<file path="src/rtl/nn_argmax_collector_if.sv">
// Stream and result bus for nn_argmax_collector.
// The slave modport is the collector's view; the master modport is the producer/consumer view.
interface nn_argmax_collector_if #(
  parameter int GROUP = 3
);
  localparam int IDX_W = (GROUP > 1) ? $clog2(GROUP) : 1;

  logic             in_valid;
  logic [31:0]      in_data;
  logic             out_valid;
  logic             out_ready;
  logic [IDX_W-1:0] out_idx;
  logic [31:0]      out_max;
  logic             out_last;
  logic             overflow;

  modport slave (
    input  in_valid, in_data, out_ready,
    output out_valid, out_idx, out_max, out_last, overflow
  );

  modport master (
    output in_valid, in_data, out_ready,
    input  out_valid, out_idx, out_max, out_last, overflow
  );
endinterface

</file>
<file path="src/rtl/nn_argmax_collector.sv">
// Per-timestep argmax over a serial IEEE-754 stream, with results buffered in a small FIFO.
// Define NN_ARGMAX_TIE_LAST_EN to make ties resolve to the latest index instead of the earliest.
module nn_argmax_collector #(
  parameter int GROUP      = 3,
  parameter int NUM_GROUPS = 3,
  parameter int FIFO_DEPTH = 4
) (
  input logic                  clk,
  input logic                  rst,
  nn_argmax_collector_if.slave bus
);
  localparam int IDX_W = (GROUP > 1) ? $clog2(GROUP) : 1;
  localparam int GRP_W = (NUM_GROUPS > 1) ? $clog2(NUM_GROUPS) : 1;
  localparam int PTR_W = $clog2(FIFO_DEPTH);
  localparam int CNT_W = PTR_W + 1;

  typedef enum logic {IDLE, ACC} state_t;

  state_t           state;
  state_t           state_next;
  logic [IDX_W-1:0] elem_cnt;
  logic [GRP_W-1:0] grp_cnt;
  logic [31:0]      run_max;
  logic [IDX_W-1:0] run_idx;

  logic             final_word;
  logic             take;
  logic [31:0]      merged_max;
  logic [IDX_W-1:0] merged_idx;
  logic             push;

  logic [IDX_W-1:0] mem_idx  [FIFO_DEPTH];
  logic [31:0]      mem_max  [FIFO_DEPTH];
  logic             mem_last [FIFO_DEPTH];
  logic [PTR_W-1:0] wr_ptr;
  logic [PTR_W-1:0] rd_ptr;
  logic [CNT_W-1:0] count;
  logic             full;
  logic             empty;
  logic             pop;
  logic             push_ok;
  logic             drop;
  logic             overflow_q;

  function automatic logic is_nan(input logic [31:0] w);
    return (w[30:23] == 8'hFF) && (w[22:0] != 23'd0);
  endfunction

  // Sign-magnitude to two's complement; both zeros map to 0 so they compare equal.
  function automatic logic signed [32:0] order_key(input logic [31:0] w);
    logic signed [32:0] mag;
    mag = {2'b00, w[30:0]};
    if (w[31] && (w[30:0] != 31'd0)) begin
      return -mag;
    end
    return mag;
  endfunction

  function automatic logic replaces(input logic [31:0] cand, input logic [31:0] cur);
    if (is_nan(cand)) begin
      return 1'b0;
    end
    if (is_nan(cur)) begin
      return 1'b1;
    end
`ifdef NN_ARGMAX_TIE_LAST_EN
    return order_key(cand) >= order_key(cur);
`else
    return order_key(cand) > order_key(cur);
`endif
  endfunction

  always_comb begin
    final_word = bus.in_valid && (elem_cnt == IDX_W'(GROUP - 1));
    take       = (state == IDLE) || replaces(bus.in_data, run_max);
    merged_max = take ? bus.in_data : run_max;
    merged_idx = take ? elem_cnt : run_idx;
    push       = final_word;
  end

  always_ff @(posedge clk or posedge rst) begin
    if (rst) begin
      state <= IDLE;
    end else begin
      state <= state_next;
    end
  end

  always_comb begin
    state_next = state;
    case (state)
      IDLE: if (bus.in_valid && !final_word) state_next = ACC;
      ACC:  if (final_word) state_next = IDLE;
      default: state_next = IDLE;
    endcase
  end

  always_ff @(posedge clk or posedge rst) begin
    if (rst) begin
      elem_cnt <= '0;
      grp_cnt  <= '0;
      run_max  <= '0;
      run_idx  <= '0;
    end else begin
      if (bus.in_valid) begin
        run_max  <= merged_max;
        run_idx  <= merged_idx;
        elem_cnt <= final_word ? '0 : elem_cnt + 1'b1;
      end
      if (push) begin
        grp_cnt <= (grp_cnt == GRP_W'(NUM_GROUPS - 1)) ? '0 : grp_cnt + 1'b1;
      end
    end
  end

  // A pop frees a slot on the same edge, so a push into a full FIFO is accepted when draining.
  always_comb begin
    full    = (count == CNT_W'(FIFO_DEPTH));
    empty   = (count == '0);
    pop     = !empty && bus.out_ready;
    push_ok = push && (!full || pop);
    drop    = push && full && !pop;
  end

  always_ff @(posedge clk or posedge rst) begin
    if (rst) begin
      wr_ptr     <= '0;
      rd_ptr     <= '0;
      count      <= '0;
      overflow_q <= 1'b0;
      for (int i = 0; i < FIFO_DEPTH; i++) begin
        mem_idx[i]  <= '0;
        mem_max[i]  <= '0;
        mem_last[i] <= 1'b0;
      end
    end else begin
      if (push_ok) begin
        mem_idx[wr_ptr]  <= merged_idx;
        mem_max[wr_ptr]  <= merged_max;
        mem_last[wr_ptr] <= (grp_cnt == GRP_W'(NUM_GROUPS - 1));
        wr_ptr           <= wr_ptr + 1'b1;
      end
      if (pop) begin
        rd_ptr <= rd_ptr + 1'b1;
      end
      case ({push_ok, pop})
        2'b10:   count <= count + 1'b1;
        2'b01:   count <= count - 1'b1;
        default: count <= count;
      endcase
      if (drop) begin
        overflow_q <= 1'b1;
      end
    end
  end

  always_comb begin
    bus.out_valid = !empty;
    bus.out_idx   = mem_idx[rd_ptr];
    bus.out_max   = mem_max[rd_ptr];
    bus.out_last  = mem_last[rd_ptr];
    bus.overflow  = overflow_q;
  end
endmodule

</file>
<file path="src/flat_wrapper.sv">
// flat-port wrapper written by rule: the top's interface ports become plain ports
module nn_argmax_collector_flat 
#(
  parameter int GROUP      = 3,
  parameter int NUM_GROUPS = 3,
  parameter int FIFO_DEPTH = 4
)
  (clk, rst, bus_in_valid, bus_in_data, bus_out_ready, bus_out_valid, bus_out_idx, bus_out_max, bus_out_last, bus_overflow);
  nn_argmax_collector_if #(.GROUP(GROUP)) bus_i ();
  input logic clk;
  input logic rst;
  input wire logic [$bits(bus_i.in_valid)-1:0] bus_in_valid;
  input wire logic [$bits(bus_i.in_data)-1:0] bus_in_data;
  input wire logic [$bits(bus_i.out_ready)-1:0] bus_out_ready;
  output wire logic [$bits(bus_i.out_valid)-1:0] bus_out_valid;
  output wire logic [$bits(bus_i.out_idx)-1:0] bus_out_idx;
  output wire logic [$bits(bus_i.out_max)-1:0] bus_out_max;
  output wire logic [$bits(bus_i.out_last)-1:0] bus_out_last;
  output wire logic [$bits(bus_i.overflow)-1:0] bus_overflow;
  assign bus_i.in_valid = bus_in_valid;
  assign bus_i.in_data = bus_in_data;
  assign bus_i.out_ready = bus_out_ready;
  assign bus_out_valid = bus_i.out_valid;
  assign bus_out_idx = bus_i.out_idx;
  assign bus_out_max = bus_i.out_max;
  assign bus_out_last = bus_i.out_last;
  assign bus_overflow = bus_i.overflow;
  nn_argmax_collector #(.GROUP(GROUP), .NUM_GROUPS(NUM_GROUPS), .FIFO_DEPTH(FIFO_DEPTH)) u_core (.clk(clk), .rst(rst), .bus(bus_i));
endmodule
</file>
<file path="config.mk">
export PLATFORM = sky130hd
export DESIGN_NAME = nn_argmax_collector_flat
export DESIGN_NICKNAME = d
export VERILOG_FILES = /design/src/rtl/nn_argmax_collector_if.sv /design/src/rtl/nn_argmax_collector.sv /design/src/flat_wrapper.sv
export SDC_FILE = /design/constraint.sdc
export NUM_CORES = 1
export LEC_CHECK = 0
export BUFFER_PORTS_ARGS = -buffer_cell sky130_fd_sc_hd__buf_2
export CAP_MARGIN = 20
export CORE_UTILIZATION = 55
export CTS_BUF_LIST = sky130_fd_sc_hd__clkbuf_2 sky130_fd_sc_hd__clkbuf_4 sky130_fd_sc_hd__clkbuf_8
export DETAILED_ROUTE_END_ITERATION = 6
export GPL_ROUTABILITY_DRIVEN = 0
export PLACE_DENSITY = 0.83
export SETUP_SLACK_MARGIN = 0.15
export SKIP_CTS_REPAIR_TIMING = 1
export SLEW_MARGIN = 20
export SYNTH_ARGS = -nofsm -noshare
export SYNTH_HDL_FRONTEND = slang
export SYNTH_SLANG_ARGS = --single-unit
</file>
<file path="constraint.sdc">
create_clock -name clk -period 6.7 [get_ports clk]
set_input_delay 1.005 -clock clk [delete_from_list [all_inputs] [get_ports clk]]
set_output_delay 1.005 -clock clk [all_outputs]
set_load 0.005 [all_outputs]
</file>
After elaboration in Yosys (flattened, before gate mapping)
Cells that the tools add are included.
W data, S select, Z words.
{"block": "word_totals", "ff_bits": 187, "latchBits": 0, "ramBits": 0, "romBits": 0, "output_inout_bits": 37, "word_cells": 113, "mem_count": 0}
{"block": "classes", "add_sub_neg": 8, "mul": 0, "n_div": 0, "magnitude_cmp": 4, "n_eq_ne": 7, "shift": 0, "muxes": 47, "n_bitwise": 3, "n_reduce_logical": 23}
{"op": "$mux W33", "count": 8}
{"op": "$bwmux W128", "count": 1}
{"op": "$mux W32", "count": 4}
{"op": "$neg A31 Y33", "count": 2}
{"op": "$bmux W32 S2", "count": 1}
{"op": "$demux W32 S2", "count": 1}
{"op": "$reduce_bool A31 Y1", "count": 2}
{"op": "$reduce_bool A23 Y1", "count": 2}
{"op": "$gt A33 B33 Y1", "count": 1}
{"op": "$mux W1", "count": 18}
{"op": "$eq A8 B8 Y1 const B", "count": 2}
{"op": "$mux W2", "count": 6}
{"op": "$logic_and A1 B1 Y1", "count": 11}
{"op": "$add A2 B1 Y2 const B", "count": 4}
{"op": "$bwmux W8", "count": 1}
{"op": "$eq A2 B2 Y1 const B", "count": 3}
{"op": "$ge A3 B3 Y1 const B", "count": 2}
{"op": "$not A2 Y3", "count": 2}
{"op": "$pmux W3 S2", "count": 1}
{"op": "$bmux W2 S2", "count": 1}
{"op": "$bwmux W4", "count": 1}
{"op": "$demux W2 S2", "count": 1}
{"op": "$logic_not A1 Y1", "count": 4}
{"op": "$add A3 B1 Y3 const B", "count": 1}
{"op": "11 further kinds", "count": 12}

Longest topological paths before layout
{"block": "depth", "depth_word": 15, "depth_mapped": 22, "depth_no_buf": 17}

Least setup slack after synthesis
OpenSTA, ideal clock, no wires.
{"block": "synth_path", "path_kind": "input to register", "startpoint": "input port bus_in_data[0]", "endpoint": "register u_core.run_max[10]", "setup_time_ps": 125, "arrival_ps": 5601, "setup_slack_ps": 974, "path_stages": 22, "cell_sequence": "inv_1 > ha_1 > or4b_2 > nor4_1 > nand2_1 > or4_1 > o31a_1 > clkbuf_1 > clkbuf_1 > o41ai_1 > xnor2_1 > ha_1 > a211oi_1 > o21ai_0 > a211oi_1 > o211ai_1 > or3_1 > buf_2 > and3_1 > buf_6 > buf_6 > mux2_4"}
{"block": "synth_between", "elab_chain_cells": 13, "word_cells_on_any_way": 18, "classes_between": "add/sub: 1; order compare: 1; mux: 11; reduce/logical: 5"}
{"element": "from (decl)", "line": "flat_wrapper.sv:13", "source": "input wire logic [$bits(bus_i.in_data)-1:0] bus_in_data;"}
{"element": "branches (longest 10 deep; another with $neg A31 Y33)"}
{"element": "$mux W1 *", "line": "nn_argmax_collector.sv:63", "source": "if (is_nan(cur)) begin"}
{"element": "$logic_or A1 B1 Y1 *", "line": "nn_argmax_collector.sv:75", "source": "take = (state == IDLE) || replaces(bus.in_data, run_max);"}
{"element": "$mux W32 *", "line": "nn_argmax_collector.sv:76", "source": "merged_max = take ? bus.in_data : run_max;"}
{"element": "to (signal assigned)", "line": "nn_argmax_collector.sv:106", "source": "run_max <= merged_max;"}
{"element": "to (decl)", "line": "nn_argmax_collector.sv:23", "source": "logic [31:0] run_max;"}
Mark *: on every way between the ends. The select of a mux whose other input is x is not followed.
A chain may end at the register's enable or synchronous reset.

Worst setup path after layout
{"block": "layout_path", "startpoint": "register u_core.run_max[0]", "endpoint": "register u_core.mem_max[57] (netlist bit)"}
{"block": "layout_between", "elab_chain_cells": 14, "word_cells_on_any_way": 21, "classes_between": "add/sub: 1; order compare: 1; mux: 14; reduce/logical: 5"}
{"element": "branches (longest 9 deep; another with $neg A31 Y33)"}
{"element": "$mux W1 *", "line": "nn_argmax_collector.sv:69", "source": "return order_key(cand) > order_key(cur);"}
{"element": "$mux W1 *", "line": "nn_argmax_collector.sv:63"}
{"element": "$logic_or A1 B1 Y1 *", "line": "nn_argmax_collector.sv:75"}
{"element": "$mux W32 *", "line": "nn_argmax_collector.sv:76"}
{"element": "$bwmux W128 *", "line": "nn_argmax_collector.sv:139", "source": "mem_max[wr_ptr] <= merged_max;"}
{"element": "to (signal, indexed assignment)", "line": "nn_argmax_collector.sv:139"}
{"element": "to (decl)", "line": "nn_argmax_collector.sv:33", "source": "logic [31:0] mem_max [FIFO_DEPTH];"}
Marked as above.

==> impl_metrics.yaml <==
synth:
  synth_nets: 1078
  synth_area_um2: 10400
  synth_cell_type_count: 47
  yosysWarnings: 0
  synth_ff_type: "dfrtp_1"
  ys_seq_area_frac: 0.452
  avgSynthCellArea_um2: 10.4
  async_reset_ff_frac: 1.00
  synth_enable_flop_cells: 0
  ys_ff_latch: 187
  syn_inst: 1001
setup_path:
  end_kind: "flop"
  crit_fanout: 18
  crit_arrival_ns: 6.35
  worstSetupPathType: "reg -> reg"
  max_stage_delay_ns: 0.60
  r2r_start: "u_core.run_max[0]"
  crit_path_start_kind: "flop"
  crit_chain: "inv_1, ha_1, or4b_2, or4_4, or4_1, o21a_1, clkinv_1, a21oi_1, xnor2_1, ha_1, o21ai_0, o21ai_0, a211oi_1, o211ai_1, nor3_4, buf_4, o21ai_0, a31oi_1"
  critPathSlowestCell: "or4b_2"
  startpoint: "u_core.run_max[0]"
  crit_top_cell: "o21ai_0"
  cp.required_ns: 7.09
timing:
  worst_slew_pin_slew_ns: 0.915
  fin_worst_skew_ns: 0.0155
  maxSlewHeadroom: 0.390
  finalSetupViolations: 0
  whs_ns: 0.482
  period_share: 0.889
  period_minus_slack_ns: 5.96
  max_freq_ghz: 0.168
  fin_setup_tns_ns: 0
  rsz0062_at_grt: "false"
  hold_viol_final: 0
  slew_viol_final: 0
route:
  avgViaCountPerCell: 6.57
  wire_per_inst_um: 20.4
  totalWireLength_um: 26400
  vias: 8475
  drtAntennaViolNets: 0
  first_pass_iters: 5
  drc_errors: 0
  drt_iter0_markers: 804
placed_design:
  port_buffers: 72
  dp_hpwl_um: 17900
  dpl-instance-area_um2: 10900
cells_and_area:
  diodes: 0
  final_nets: 1125
  design_area_um2: 11400
  final_common_cell: "dfrtp_1"
  final_cell_mix: "186 x dfrtp_1, 149 x nor2_1, 134 x a31oi_1, 72 x buf_2, 69 x o21ai_0"
  layout-drive-gt1-share: 0.196
  syn_to_final_growth_pct: 9.71
clocking:
  cts_tree: "yes"
  cts.reportedPaths.clkPinSlew_ns: 0.10
  cts.sinks: 187
  clockBufferDepth: 2
  htree_levels: 4
  clockRootBuffer: "clkbuf_8"
  clk_latency_ns: 0.48
  numCtsBuffers: 17
floorplanning:
  die_width_um: 139
  io_pins: 73
  coreArea_um2: 18200
  die_h_um: 139
  die_area_um2: 19400
  initial_core_util: 0.569
  rows: 49
min_path:
  holdCritPathClass: "reg -> reg"
  hp-start: "u_core.mem_last[3]"
run_status:
  outcome: "finished clean"
grt:
  grt_max_degree: 75
  grt_overflow: 0
  grt_pass1_wl_um: 43400
  first_global_vias: 8357
  track_usage: 0.284
  antenna_found_initial: 1
power_and_ir_drop:
  finalPower_mw: 5.94
  p_leak_nw: 4.81
  ir_drop_uv: 192
  powerDensity_nw_per_um2: 523
flow_run:
  drv_cap: 0
[final cells by class]
cell class                 count  area (um^2)
fill                        1416         6840
multi-input combinational    734         5380
sequential                   187         4680
timing repair buffer          91          515
tap                          229          287
clock buffer                  20          269
clock inverter                12          173
inverter                      17         68.8
[path summary, 6_finish.rpt]
check | endpoint | slack, ns | cells past startpoint
hold reg to reg | u_core.mem_last[3] | 0.48 | 2
setup / recovery | u_core.mem_max[57] | 0.74 | 18
setup reg to reg | u_core.mem_max[57] | 0.74 | 18
min in group asynchronous | u_core.mem_max[45] | 0.57 | 2
max in group asynchronous | u_core.run_max[18] | 4.79 | 3
hold / removal | u_core.mem_last[3] | 0.48 | 2
[cell usage after synthesis (5+ instances only)]
cell type    n  area, um^2
xnor2_1     39         342
nand2_1     38         143
nor3_1       7        35.0
nand3_1     36         180
mux2i_1      6        60.1
or2_2        5        31.3
nand4_1     14        87.6
o41ai_1      6        52.6
or3_1       10        62.6
o31ai_1     19         143
dfrtp_1    187        4680
inv_1       16        60.1
buf_1        6        22.5
mux2_4      27         405
a21oi_1     15        75.1
ha_1        40         500
and2_1       5        31.3
nand2b_1     7        43.8
mux2_2       5        56.3
mux4_2      35         788
clkbuf_1    51         191
o21ai_0     69         345
xor2_1      25         219
or4_1       14         105
a31oi_1    134         838
nor2_1     149         559
[per-stage QoR]
step,setup slack (ns),cells,util
global route,0.273,1290,0.624
detailed placement,0.150,1258,0.600
finish,0.741,1290,0.624
global placement,0.392,1258,0.600
CTS,0.497,1290,0.624
floorplan,0.610,1001,-
[state kept, by name (all words and copies together), names as in the netlist, named ones only]
signal and flops:
u_core.mem_max 128, u_core.mem_idx 8, u_core.wr_ptr 2, u_core.run_max 32
u_core.rd_ptr 2, u_core.bus.overflow 1, u_core.run_idx 2, u_core.grp_cnt 2
u_core.mem_last 4, u_core.count 3, u_core.elem_cnt 2
[where the power goes]
part	internal (mW)	switching, mW
Clock	0.404	0.421
Sequential	1.68	0.476
Combinational	1.39	1.57
[worst max-delay path: cells and delay by family, from the launching register on]
kind	cells	cell delay [ns]
simple gates	4	2.14
compound gates	8	1.83
buf+inv	3	0.78
fa+ha+maj	2	0.53
flops	1	0.45
xor+xnor	1	0.13
[per-layer routing]
metal  up-vias  part of all wire  GRT usage
li1       3812                 -          -
met1      4206              0.42      0.395
met2       397              0.48      0.448
met3        60             0.075     0.0533
met4         0             0.024      0.104
met5         -                 0          0
[cells by family after synthesis]
family / after synthesis / synth area share
simple gates: 297 / 0.133
compound gates: 259 / 0.153
flops: 187 / 0.452
buf+inv: 80 / 0.0321
mux: 73 / 0.126
xor+xnor: 64 / 0.0541
fa+ha+maj: 41 / 0.0502
Power figures use the tool's default switching activity.
